**config.mk**
```make
export PLATFORM = sky130hd
export DESIGN_NAME = sweep_ctrl_flat
export DESIGN_NICKNAME = d
export VERILOG_FILES = /design/src/rtl/sweep_pkg.sv /design/src/rtl/sweep_if.sv /design/src/rtl/sweep_ctrl_peak_abs.sv /design/src/rtl/sweep_ctrl.sv /design/src/flat_wrapper.sv
export SDC_FILE = /design/constraint.sdc
export NUM_CORES = 1
export LEC_CHECK = 0
export CAP_MARGIN = 5
export CORE_MARGIN = 5
export CORE_UTILIZATION = 58
export CTS_CLUSTER_DIAMETER = 60
export DETAILED_ROUTE_END_ITERATION = 10
export PLACE_DENSITY = 0.87
export SLEW_MARGIN = 15
export SYNTH_ARGS = -nofsm -noshare
export SYNTH_HDL_FRONTEND = slang
export SYNTH_SLANG_ARGS = --single-unit
```
**constraint.sdc**
```tcl
create_clock -name clk -period 7.9 [get_ports clk]
set_clock_uncertainty 0.05 [all_clocks]
set_input_delay 1.185 -clock clk [delete_from_list [all_inputs] [get_ports clk]]
set_output_delay 1.185 -clock clk [all_outputs]
set_load 0.01 [all_outputs]
```
**src/rtl/sweep_pkg.sv**
```systemverilog
// Shared types and constants for the frequency-sweep controller.
package sweep_pkg;

    typedef enum logic [2:0] {
        S_IDLE,
        S_SETTLE,
        S_MEASURE,
        S_REPORT,
        S_DONE
    } state_t;

    // Source for the saturated |min| magnitude: sliced to the sample width at the use site.
    localparam logic [63:0] ABS_SAT_ONES = '1;

endpackage

```
**src/rtl/sweep_if.sv**
```systemverilog
// Result handshake bundle: one measured peak per frequency point.
interface sweep_if #(
    parameter int CNT_W = 16,
    parameter int LC_DW = 12
);
    logic             res_valid;
    logic             res_ready;
    logic [CNT_W-1:0] res_idx;
    logic [LC_DW-2:0] res_peak;

    modport master (output res_valid, res_idx, res_peak, input res_ready);
    modport slave  (input res_valid, res_idx, res_peak, output res_ready);
endinterface

```
**src/rtl/sweep_ctrl_peak_abs.sv**
```systemverilog
// Saturating magnitude and running-peak tracker over one measurement window.
module peak_abs
    import sweep_pkg::*;
#(
    parameter int LC_DW = 12
) (
    input  logic                    clk,
    input  logic                    rst_n,
    input  logic                    clear,
    input  logic                    update,
    input  logic signed [LC_DW-1:0] x,
    output logic        [LC_DW-2:0] peak
);

    localparam logic [LC_DW-1:0] XMIN = {1'b1, {(LC_DW-1){1'b0}}};
    localparam logic [LC_DW-2:0] SAT  = ABS_SAT_ONES[LC_DW-2:0];

    logic [LC_DW-1:0] neg;
    logic [LC_DW-2:0] mag;

    always_comb begin
        neg = -x;
        if (!x[LC_DW-1])
            mag = x[LC_DW-2:0];
        else if (x == XMIN)
            mag = SAT;
        else
            mag = neg[LC_DW-2:0];
    end

    // clear together with update starts a fresh window with the current sample.
    always_ff @(posedge clk or negedge rst_n) begin
        if (!rst_n)
            peak <= '0;
        else if (update)
            peak <= (clear || (mag > peak)) ? mag : peak;
        else if (clear)
            peak <= '0;
    end

endmodule

```
**src/rtl/sweep_ctrl.sv**
```systemverilog
// Stepped DDS frequency sweep: settle, measure peak |filtered|, report, advance.
module sweep_ctrl
    import sweep_pkg::*;
#(
    parameter int FREQ_DW = 32,
    parameter int LC_DW   = 12,
    parameter int CNT_W   = 16
) (
    input  logic                    clk,
    input  logic                    rst_n,
    input  logic                    en,
    input  logic                    start,
    input  logic                    abort,
    input  logic [FREQ_DW-1:0]      f_start,
    input  logic [FREQ_DW-1:0]      f_step,
    input  logic [CNT_W-1:0]        n_steps,
    input  logic [CNT_W-1:0]        settle,
    input  logic [CNT_W-1:0]        dwell,
    input  logic signed [LC_DW-1:0] filtered,
    output logic [FREQ_DW-1:0]      freq,
    output logic                    busy,
    output logic                    done,
    sweep_if.master                 res
);

    localparam logic [CNT_W-1:0] CNT_ONE = CNT_W'(1);

    state_t             state;
    logic [FREQ_DW-1:0] step_q;
    logic [CNT_W-1:0]   n_q, settle_q, dwell_q;
    logic [CNT_W-1:0]   cnt, idx, dwell_last;
    logic [LC_DW-2:0]   peak;
    logic               pk_clr, pk_upd;

    // dwell of zero still measures one sample.
    assign dwell_last = (dwell_q == '0) ? '0 : dwell_q - CNT_ONE;
    assign pk_upd     = en && (state == S_MEASURE);
    assign pk_clr     = pk_upd && (cnt == '0);

    assign busy          = (state != S_IDLE);
    assign done          = (state == S_DONE);
    assign res.res_valid = (state == S_REPORT);
    assign res.res_idx   = idx;
    assign res.res_peak  = peak;

    peak_abs #(.LC_DW(LC_DW)) u_peak (
        .clk    (clk),
        .rst_n  (rst_n),
        .clear  (pk_clr),
        .update (pk_upd),
        .x      (filtered),
        .peak   (peak)
    );

    always_ff @(posedge clk or negedge rst_n) begin
        if (!rst_n) begin
            state    <= S_IDLE;
            freq     <= '0;
            step_q   <= '0;
            n_q      <= '0;
            settle_q <= '0;
            dwell_q  <= '0;
            cnt      <= '0;
            idx      <= '0;
        end else if (en) begin
            if (abort) begin
                state <= S_IDLE;
                cnt   <= '0;
            end else begin
                unique case (state)
                    S_IDLE: if (start) begin
                        step_q   <= f_step;
                        n_q      <= n_steps;
                        settle_q <= settle;
                        dwell_q  <= dwell;
                        freq     <= f_start;
                        idx      <= '0;
                        cnt      <= '0;
                        if (n_steps == '0)
                            state <= S_DONE;
                        else if (settle == '0)
                            state <= S_MEASURE;
                        else
                            state <= S_SETTLE;
                    end
                    S_SETTLE: begin
                        if (cnt == settle_q - CNT_ONE) begin
                            cnt   <= '0;
                            state <= S_MEASURE;
                        end else begin
                            cnt <= cnt + CNT_ONE;
                        end
                    end
                    S_MEASURE: begin
                        if (cnt == dwell_last) begin
                            cnt   <= '0;
                            state <= S_REPORT;
                        end else begin
                            cnt <= cnt + CNT_ONE;
                        end
                    end
                    S_REPORT: if (res.res_ready) begin
                        if (idx == n_q - CNT_ONE) begin
                            state <= S_DONE;
                        end else begin
                            freq  <= freq + step_q;
                            idx   <= idx + CNT_ONE;
                            state <= (settle_q == '0) ? S_MEASURE : S_SETTLE;
                        end
                    end
                    S_DONE:  state <= S_IDLE;
                    default: state <= S_IDLE;
                endcase
            end
        end
    end

endmodule
```
**src/flat_wrapper.sv**
```systemverilog
// flat-port wrapper written by rule: the top's interface ports become plain ports
module sweep_ctrl_flat import sweep_pkg::*;
#(
    parameter int FREQ_DW = 32,
    parameter int LC_DW   = 12,
    parameter int CNT_W   = 16
)
  (clk, rst_n, en, start, abort, f_start, f_step, n_steps, settle, dwell, filtered, freq, busy, done, res_res_valid, res_res_idx, res_res_peak, res_res_ready);
  sweep_if #(.CNT_W(CNT_W), .LC_DW(LC_DW)) res_i ();
  input  logic clk;
  input  logic rst_n;
  input  logic en;
  input  logic start;
  input  logic abort;
  input  logic [FREQ_DW-1:0] f_start;
  input  logic [FREQ_DW-1:0] f_step;
  input  logic [CNT_W-1:0] n_steps;
  input  logic [CNT_W-1:0] settle;
  input  logic [CNT_W-1:0] dwell;
  input  logic signed [LC_DW-1:0] filtered;
  output logic [FREQ_DW-1:0] freq;
  output logic busy;
  output logic done;
  output wire logic [$bits(res_i.res_valid)-1:0] res_res_valid;
  output wire logic [$bits(res_i.res_idx)-1:0] res_res_idx;
  output wire logic [$bits(res_i.res_peak)-1:0] res_res_peak;
  input wire logic [$bits(res_i.res_ready)-1:0] res_res_ready;
  assign res_res_valid = res_i.res_valid;
  assign res_res_idx = res_i.res_idx;
  assign res_res_peak = res_i.res_peak;
  assign res_i.res_ready = res_res_ready;
  sweep_ctrl #(.FREQ_DW(FREQ_DW), .LC_DW(LC_DW), .CNT_W(CNT_W)) u_core (.clk(clk), .rst_n(rst_n), .en(en), .start(start), .abort(abort), .f_start(f_start), .f_step(f_step), .n_steps(n_steps), .settle(settle), .dwell(dwell), .filtered(filtered), .freq(freq), .busy(busy), .done(done), .res(res_i));
endmodule
```
==> results.md <==
* Status: complete, no violations
* Internal power at 2.83 mW
* CP Capture Type: register
* Chip width at 147 um
* Die area at 21,500 sq um
* Vias in the first global route at 9,417
* IO Pins at 192
* # nets final at 1,518
* Final Util at 0.720
* Sw frac at 0.421
* Unique masters post-synth at 75
* Hold_ws at 0.468 ns
* Inserted Clock Buffers at 17
* Max Cap Viol at 0
* First-pass GRT wire length at 47,700 um
* Syn Nets at 1,367
* Crit Path Class: input port to register
* Comb pwr share at 0.526
* Core ar. at 18,600 sq um
* Clock Power Share at 0.163
* Cell Rows at 50
* PD cells at 366 nW/um^2
* CP Max Fanout at 11
* Average size of a mapped cell at 9.13 sq um
* Unrepaired setup endpoints after global routing: no
* Critical Path AT at 5.44 ns
* Vias per cell at 6.12
* Final Max Slew Viols at 0
* Post-route ant nets at 0
* Root buffer cell: clkbuf_16
* FILL cells at 1,369
* H-tree lvl count at 4
* Cells on Worst Hold Path at 1
* Avg WL per Cell at 18.4 um
* Ant diodes at 0
* Top cells by area, synth: dfrtp_1 36%, mux2_2 8.4%, ha_1 5.7%
* Share of cells above drive strength 1 at 0.102
* Fin crit period at 5.18 ns
* Global Route Usage Sum at 0.268
* Finish-stage setup viols at 0
* Drt first-iter violations at 649
* Max Clock Freq at 193 MHz
* Tightest slew margin relative to the limit at 0.333
* Routability Congestion at 0.929
* Clk_lat worst skew at 0.43 ns
* Data required time of the worst path at 8.16 ns
* CTS Sinks at 158
* Sequential cell area fraction in the yosys report at 0.365
* Initial antenna violation count at 2
* Synth Instances at 1,187
* Top-count cell post-synth: dfrtp_1
* EDFF count, synth at 0
* Grt total ovfl at 0
* Slew @ Worst Pin at 1.00 ns
* Synth cell count leaders: 158 x dfrtp_1, 99 x nand2_1, 88 x nor2_1
* Final period util at 0.656
* Vias at 9,687
* CTS tree: done
* CTS resizes at 0
* Initial core utilization at 0.583
* Switch Pwr at 2.06 mW
* CTS Hold Buffers Added at 0
* Leakage power at 5.53 nW
* Port bufs at 191
* Routed wire length at 29,200 um
* Synth warnings at 0
* Post-synth ARST share at 1.00
* Clk buf depth at 2
* TNS Setup at 0 ns
* Worst Hold Class: register to register
* Share of the synthesized area in the top cell type at 0.365
* Final Total Pwr at 4.90 mW
* Synth Flop Type: dfrtp_1
* Peak VDD IR at 0.000238 V
* Worst R2R Path Depth at 9
* Synthesized cell area at 10,800 sq um
* Clock Pin Slew Worst Setup and Hold Paths at 0.07 ns
* Post-DP HPWL at 21,400 um
* Startpoint types: input port
* Die Height at 147 um
* Drt first pass iters at 5
* Post-CTS setup repair buffer count at 0
* Synth area leader: dfrtp_1
* Post-synthesis register bit count at 158
* Area Overhead vs Synth at 23.4%
* Largest net degree at the start of global routing at 83
* Register share of total power at 0.312
* DR DRC count at 0
* Final Hold Fails at 0
==> flip-flops by register name, summed over array words and instances (netlist names) <==
name / count
u_core.step_q: 32
u_core.dwell_q: 16
u_core.res.res_idx: 16
u_core.freq: 32
u_core.u_peak.peak: 11
u_core.state: 3
u_core.n_q: 16
u_core.cnt: 16
u_core.settle_q: 16
==> cells in the final DEF, fill, tap and decap left out, drive strengths merged, types with 7 or more instances in the layout <==
| cell type | count |
|---|---|
| o31ai | 10 |
| a22o | 13 |
| nor2 | 88 |
| nor3 | 34 |
| o21ai | 86 |
| xnor2 | 58 |
| and2 | 7 |
| ha | 49 |
| mux2 | 85 |
| or4 | 7 |
| nor4 | 27 |
| clkdlybuf4s50 | 190 |
| nand2 | 99 |
| inv | 57 |
| nand4 | 18 |
| dfrtp | 158 |
| nand2b | 8 |
| a21o | 16 |
| clkbuf | 17 |
| a21oi | 55 |
| xor2 | 36 |
| and3 | 13 |
| or3 | 13 |
| nand3 | 27 |
| a211oi | 7 |
| o31a | 8 |
| a31oi | 15 |
| nor2b | 18 |
| o21a | 17 |
| mux2i | 15 |
==> layer usage <==
| metal | vias to the layer above | part of all wire | track usage |
|---|---|---|---|
| met1 | 4630 | 0.42 | 0.341 |
| met2 | 357 | 0.48 | 0.445 |
| met3 | 71 | 0.071 | 0.0645 |
| li1 | 4625 | - | - |
| met4 | 4 | 0.028 | 0.0992 |
| met5 | - | 0.00092 | 0 |
==> final timing paths <==
kind | startpoint | end | slack, ns
worst max register to register | u_core.n_q[5] | u_core.freq[22] | 3.41
min in group asynchronous | rst_n | u_core.res.res_idx[13] | 0.75
worst min register to register | u_core.step_q[23] | u_core.step_q[23] | 0.47
worst min-delay path | u_core.step_q[23] | u_core.step_q[23] | 0.47
worst max-delay path | filtered[5] | u_core.u_peak.peak[1] | 2.72
max in group asynchronous | rst_n | u_core.state[0] | 5.58
==> worst max-delay path: stages <==
cell             delay (ns)
clkdlybuf4s50_1        0.47
or4_1                  0.57
nor3_1                 0.25
nand3b_1               0.32
a31oi_1                0.34
ha_1                   0.29
nor2b_1                0.15
o21a_1                 0.17
o21a_1                 0.16
o21a_1                 0.16
o21a_1                 0.16
o21a_1                 0.16
o21a_1                 0.16
o21ai_0                0.18
a31oi_2                0.32
mux2_2                 0.38
==> stage by stage <==
stage | setup WS (ns) | cell area (sq um) | instances
global placement | 2.27 | 12800 | 1553
detailed placement | 2.12 | 12800 | 1553
floorplan | 3.22 | 10800 | 1187
CTS | 2.55 | 13400 | 1584
finish | 2.72 | 13400 | 1584
global route | 2.46 | 13400 | 1584
==> cells by family (layout without fill, tap and decap cells) <==
kind of cell / after synthesis / in the layout / synth area share
mux: 100 / 100 / 0.102
fa+ha+maj: 50 / 50 / 0.0584
xor+xnor: 94 / 94 / 0.0760
simple gates: 390 / 390 / 0.185
flops: 158 / 158 / 0.365
buf+inv: 113 / 276 / 0.0424
compound gates: 282 / 282 / 0.172
==> layout make-up <==
cell class              count  area [sq um]  area share
multi-input cells         916          6440       0.481
flip-flops and latches    158          3950       0.296
clock inverters            14           133     0.00992
inverters                  50           188      0.0140
repair buffers            195          1940       0.145
well taps                 234           293      0.0219
clock buffers              17           425      0.0318
==> power groups by stage <==
| stage | Sequential [mW] | Clock, mW | Combinational, mW |
|---|---|---|---|
| finish | 1.53 | 0.796 | 2.57 |
| global route | 1.58 | 0.844 | 2.84 |
| CTS | 1.52 | 0.809 | 2.56 |
| detailed placement | 1.52 | 0 | 2.54 |
| global placement | 1.51 | 0 | 2.46 |
| floorplan | 1.42 | 0 | 1.87 |
(Power assumes the default switching activity.)
